### config.mk
export PLATFORM = sky130hd
export DESIGN_NAME = wddl_dr_capture
export DESIGN_NICKNAME = d
export VERILOG_FILES = /design/src/rtl/wddl_dr_capture.sv
export SDC_FILE = /design/constraint.sdc
export NUM_CORES = 1
export LEC_CHECK = 0
export CAP_MARGIN = 15
export CORE_ASPECT_RATIO = 1.25
export CORE_MARGIN = 8
export CORE_UTILIZATION = 48
export DETAILED_ROUTE_END_ITERATION = 10
export HOLD_SLACK_MARGIN = 0.03
export PLACE_DENSITY = 0.89
export SKIP_CTS_REPAIR_TIMING = 1
export SYNTH_ARGS = -nofsm -noshare
export SYNTH_HDL_FRONTEND = slang
export SYNTH_SLANG_ARGS = --single-unit
### constraint.sdc
create_clock -name clk -period 2 [get_ports clk]
set_clock_uncertainty 0.2 [all_clocks]
set_input_delay 0.2 -clock clk [delete_from_list [all_inputs] [get_ports clk]]
set_output_delay 0.2 -clock clk [all_outputs]
set_load 0.1 [all_outputs]
### src/rtl/wddl_dr_capture.sv
// ---------------------------------------------------------------------------
// wddl_dr_capture
//
// Dual-rail to single-rail receiver sitting at the output of a WDDL
// combinational cone. It owns the cone's precharge control, sequences
// precharge/evaluate, uses completion detection to capture the evaluated word
// and hands it downstream on a valid/ready interface. Illegal (1,1) rail codes
// and stalls in either phase are reported as error events.
//
// Ports
//   clk           in   1      rising-edge clock
//   rst_n         in   1      asynchronous active-low reset
//   req_in        in   1      single-cycle request to evaluate one word
//   req_ack_out   out  1      same-cycle pulse: request accepted
//   pre_out       out  1      registered precharge control (1 = precharge)
//   d_p_in        in   WIDTH  true rail from cone
//   d_n_in        in   WIDTH  complement rail from cone
//   q_out         out  WIDTH  captured single-rail word
//   valid_out     out  1      q_out valid, held until ready_in
//   ready_in      in   1      downstream accepts q_out
//   busy_out      out  1      sequencer not idle
//   err_out       out  1      one-cycle pulse per error event
//   err_code_out  out  2      last error: 01 illegal, 10 eval timeout,
//                             11 precharge timeout
//
// state  | meaning
// -------+-------------------------------------------------------------------
// IDLE   | cone precharged, waiting for a request while rails show spacer
// EVAL   | precharge released, waiting for a complete, legal word
// PRECHG | precharge reasserted, waiting for rails to return to spacer
// ---------------------------------------------------------------------------
module wddl_dr_capture #(
    parameter int WIDTH    = 8,
    parameter int EVAL_CYC = 2,
    parameter int TIMEOUT  = 15
) (
    input  logic             clk,
    input  logic             rst_n,
    input  logic             req_in,
    output logic             req_ack_out,
    output logic             pre_out,
    input  logic [WIDTH-1:0] d_p_in,
    input  logic [WIDTH-1:0] d_n_in,
    output logic [WIDTH-1:0] q_out,
    output logic             valid_out,
    input  logic             ready_in,
    output logic             busy_out,
    output logic             err_out,
    output logic [1:0]       err_code_out
);

    localparam int CW = (TIMEOUT > 1) ? $clog2(TIMEOUT + 1) : 1;

    localparam logic [CW-1:0] CNT_TC   = CW'(TIMEOUT - 1);
    localparam logic [CW-1:0] CNT_EVAL = CW'(EVAL_CYC - 1);

    localparam logic [1:0] ERR_ILLEGAL = 2'b01;
    localparam logic [1:0] ERR_EVAL_TO = 2'b10;
    localparam logic [1:0] ERR_PRE_TO  = 2'b11;

    typedef enum logic [1:0] {
        S_IDLE   = 2'd0,
        S_EVAL   = 2'd1,
        S_PRECHG = 2'd2
    } state_t;

    state_t           state_q, state_d;
    logic [CW-1:0]    cnt_q, cnt_d;
    logic             pre_q, pre_d;
    logic [WIDTH-1:0] data_q, data_d;
    logic             valid_q, valid_d;
    logic             err_q, err_d;
    logic [1:0]       code_q, code_d;

    // -----------------------------------------------------------------------
    // Per-bit rail decode, combinational on the live cone outputs
    // -----------------------------------------------------------------------
    logic spacer, complete, illegal;

    always_comb begin
        spacer   = ((d_p_in | d_n_in) == '0);
        complete = ((d_p_in ^ d_n_in) == '1);
        illegal  = ((d_p_in & d_n_in) != '0);
    end

    logic cnt_tc, eval_min_met, out_free;

    always_comb begin
        cnt_tc       = (cnt_q == CNT_TC);
        eval_min_met = (cnt_q >= CNT_EVAL);
        // A new word may only be requested if the output slot is empty or
        // is being emptied this cycle, so a capture can never overwrite
        // an unconsumed word.
        out_free     = !valid_q || ready_in;
    end

    // -----------------------------------------------------------------------
    // Next-state / output logic
    // -----------------------------------------------------------------------
    always_comb begin
        state_d     = state_q;
        cnt_d       = cnt_q + CW'(1);
        data_d      = data_q;
        valid_d     = valid_q && !ready_in;
        err_d       = 1'b0;
        code_d      = code_q;
        req_ack_out = 1'b0;

        unique case (state_q)
            S_IDLE: begin
                cnt_d = '0;
                if (req_in && spacer && out_free) begin
                    req_ack_out = 1'b1;
                    state_d     = S_EVAL;
                end
            end

            S_EVAL: begin
                if (illegal) begin
                    err_d   = 1'b1;
                    code_d  = ERR_ILLEGAL;
                    state_d = S_PRECHG;
                    cnt_d   = '0;
                end else if (complete && eval_min_met) begin
                    // Completion before EVAL_CYC cycles is treated as early
                    // propagation and ignored.
                    data_d  = d_p_in;
                    valid_d = 1'b1;
                    state_d = S_PRECHG;
                    cnt_d   = '0;
                end else if (cnt_tc) begin
                    err_d   = 1'b1;
                    code_d  = ERR_EVAL_TO;
                    state_d = S_PRECHG;
                    cnt_d   = '0;
                end
            end

            S_PRECHG: begin
                if (spacer) begin
                    state_d = S_IDLE;
                    cnt_d   = '0;
                end else begin
                    if (illegal) begin
                        err_d  = 1'b1;
                        code_d = ERR_ILLEGAL;
                    end else if (cnt_tc) begin
                        err_d  = 1'b1;
                        code_d = ERR_PRE_TO;
                    end
                    // Stall window restarts so a stuck cone reports once per
                    // TIMEOUT cycles rather than every cycle.
                    if (cnt_tc) begin
                        cnt_d = '0;
                    end
                end
            end

            default: begin
                state_d = S_IDLE;
                cnt_d   = '0;
            end
        endcase

        // Precharge is released only while evaluating.
        pre_d = (state_d != S_EVAL);
    end

    // -----------------------------------------------------------------------
    // State and output registers
    // -----------------------------------------------------------------------
    always_ff @(posedge clk or negedge rst_n) begin
        if (!rst_n) begin
            state_q <= S_IDLE;
            cnt_q   <= '0;
            pre_q   <= 1'b1;
            data_q  <= '0;
            valid_q <= 1'b0;
            err_q   <= 1'b0;
            code_q  <= 2'b00;
        end else begin
            state_q <= state_d;
            cnt_q   <= cnt_d;
            pre_q   <= pre_d;
            data_q  <= data_d;
            valid_q <= valid_d;
            err_q   <= err_d;
            code_q  <= code_d;
        end
    end

    always_comb begin
        pre_out      = pre_q;
        q_out        = data_q;
        valid_out    = valid_q;
        busy_out     = (state_q != S_IDLE);
        err_out      = err_q;
        err_code_out = code_q;
    end

endmodule

==> impl_metrics.json <==
{
  "clock-sinks": 19,
  "slew_viol_final": 0,
  "vias": 1072,
  "cpMaxStageDelayCell": "dfrtp_1",
  "nNetsFinal": 210,
  "synth_seq_area_share_pct": 36.3,
  "dp_slack_ns": -0.543,
  "antenna_found_initial": 0,
  "finalCriticalPeriod_ns": 1.92,
  "wl_um": 3150,
  "dr.pass1.iters": 4,
  "area_growth_pct": 47.0,
  "die_h_um": 74.5,
  "final_common_cell": "buf_4",
  "core_area_um2": 2650,
  "hold_violations": 0,
  "wl_per_cell_um": 15.5,
  "synth-seq-cells": 19,
  "max_slew_margin_pct": 70.4,
  "initial_utilization_pct": 49.5,
  "synth_cell_types": 34,
  "drive_gt1_share_pct": 33.1,
  "synth_top_area_share_pct": 34.3,
  "rsz0062_at_grt": "no",
  "required_ns": 1.60,
  "worst_pin_slew_ns": 0.440,
  "yosys_warnings": 0,
  "fmax_mhz": 521,
  "path_cells": "inv_1 -> ha_2 -> nand3_1 -> nor2_4 -> buf_12",
  "clk_latency_ns": 0.30,
  "hpwl_um": 2570,
  "p_per_area_nw_per_um2": 396,
  "clkTransAtPathRegs_ns": 0.10,
  "dp.cells": 195,
  "endpoint_kind": "primary output",
  "most-common-layout-cells": "buf_4, inv_1, ha_1",
  "clock_path_buffers": 2,
  "antennaDiodeCount": 0,
  "die_w_um": 62.8,
  "finalCritPeriodShare_pct": 96.0,
  "drtAntennaViolNets": 0,
  "setup_viol": 0,
  "grt_overflow": 0,
  "cts_buffers": 3,
  "route.detailed.drc": 0,
  "port_buffers": 34,
  "max_cap_violations": 0,
  "final_cells": 203,
  "syn_nets": 156,
  "cts_tree": "yes",
  "p_leak_uw": 0.00110,
  "place.gp.congestion": 0.825,
  "grt_max_degree": 13,
  "power_uw": 765,
  "peakVddDrop_uv": 310,
  "cts_max_level": 1,
  "row_count": 21,
  "io_pins": 35,
  "setup_ws_ns": 0.0803,
  "yosysTopAreaCell": "dfrtp_1",
  "netlist_area_um2": 1310,
  "slowest_delay_ns": 0.42,
  "fp.dieArea_um2": 4680,
  "crit_arrival_ns": 1.52,
  "hp-class": "in -> reg",
  "critPathKind": "reg -> out",
  "critPathLaunchType": "flip-flop",
  "status": "complete, no violations",
  "cts-root-buf": "clkbuf_4",
  "grt_pass1_vias": 1109,
  "synth.area.top_cells": "dfrtp_1, ha_1, mux2_4",
  "grt_first_pass_wirelength_um": 5020,
  "grt_use_total_pct": 13.2,
  "drt_iter0_drc": 24,
  "postSynthAreaPerCell_um2": 11.3,
  "synth_cells": 116,
  "vias_per_cell": 5.28,
  "cp_max_fo": 4
}
==> synthesized netlist by cell type, drive strengths merged <==
| cell type | count |
|---|---|
| a21boi | 1 |
| a21oi | 2 |
| a31oi | 1 |
| and2 | 1 |
| and2b | 1 |
| dfrtp | 18 |
| dfstp | 1 |
| ha | 20 |
| inv | 20 |
| mux2 | 10 |
| nand2 | 2 |
| nand2b | 2 |
| nand3 | 4 |
| nand3b | 1 |
| nand4 | 4 |
| nand4b | 1 |
| nor2 | 2 |
| nor3 | 5 |
| nor3b | 1 |
| nor4 | 3 |
| o2111ai | 1 |
| o211a | 1 |
| o21a | 1 |
| o21ai | 4 |
| o221ai | 2 |
| o311a | 1 |
| o31ai | 1 |
| or2 | 1 |
| or3 | 1 |
| xnor2 | 1 |
| xor2 | 2 |
==> flip-flops by register name, summed over array words and instances (netlist names) <==
name / cells
err_out: 1
valid_out: 1
q_out: 8
state_q: 2
pre_out: 1
cnt_q: 4
err_code_out: 2
==> power by group <==
part           total [µW]  internal, µW  leakage (µW)  switching (µW)
Combinational         177          80.3      0.000824            97.0
Clock                 196          74.6     0.0000177             121
Sequential            391           389      0.000260            2.70
==> path summary, 6_finish.rpt <==
| kind | start | end | slack (ns) | cells after the start |
|---|---|---|---|---|
| min in group asynchronous | rst_n | q_out[6] | 0.51 | 2 |
| min reg2reg | q_out[4] | q_out[4] | 0.33 | 1 |
| max | state_q[0] | req_ack_out | 0.08 | 5 |
| max reg2reg | state_q[1] | q_out[7] | 0.13 | 5 |
| min | d_p_in[5] | q_out[5] | 0.01 | 2 |
| max in group asynchronous | rst_n | state_q[0] | 0.61 | 3 |
==> stage by stage <==
stage	TNS, ns	utilization, %	hold slack [ns]	area (µm²)
after floorplan	0	-	-0.296	1320
after global placement	-7.64	67.4	0.296	1790
after detailed placement	-8.58	67.4	0.301	1790
after CTS	-2.68	68.4	-0.0202	1820
after global routing	0	72.8	0.0319	1930
final	0	72.8	0.0128	1930
==> critical path, delay by kind of cell, from the launching register on <==
kind          cells  cell delay (ns)
flops             1             0.42
simple gates      2             0.29
buf+inv           2             0.29
fa+ha+maj         1             0.22
==> per-layer routing <==
| layer | up-vias | wire length [µm] | GRT usage (%) |
|---|---|---|---|
| met3 | 4 | 221 | 4.37 |
| met1 | 516 | 1240 | 13.8 |
| met5 | - | 0 | 0 |
| li1 | 512 | - | - |
| met2 | 40 | 1660 | 24.9 |
| met4 | 0 | 31 | 3.81 |
==> layout make-up <==
type / count / area (µm²)
Clock buffer: 3 / 22.5
Inverter: 20 / 75.1
Sequential cell: 19 / 478
Clock inverter: 1 / 5.00
Timing Repair Buffer: 49 / 503
Tap cell: 34 / 42.5
Multi-Input combinational cell: 77 / 806
Fill cell: 187 / 722
==> logic make-up after synthesis <==
kind of cell / count (synthesis) / share of synthesized area [%]
buffers and inverters: 20 / 5.71
XOR/XNOR: 3 / 2.00
AND/OR/NAND/NOR: 29 / 16.2
flip-flops: 19 / 36.3
adder cells (fa/ha/maj): 20 / 19.0
multiplexers: 10 / 11.4
AO/OA/AOI/OAI: 15 / 9.34
Note: power is estimated with default switching activity, not from simulation.
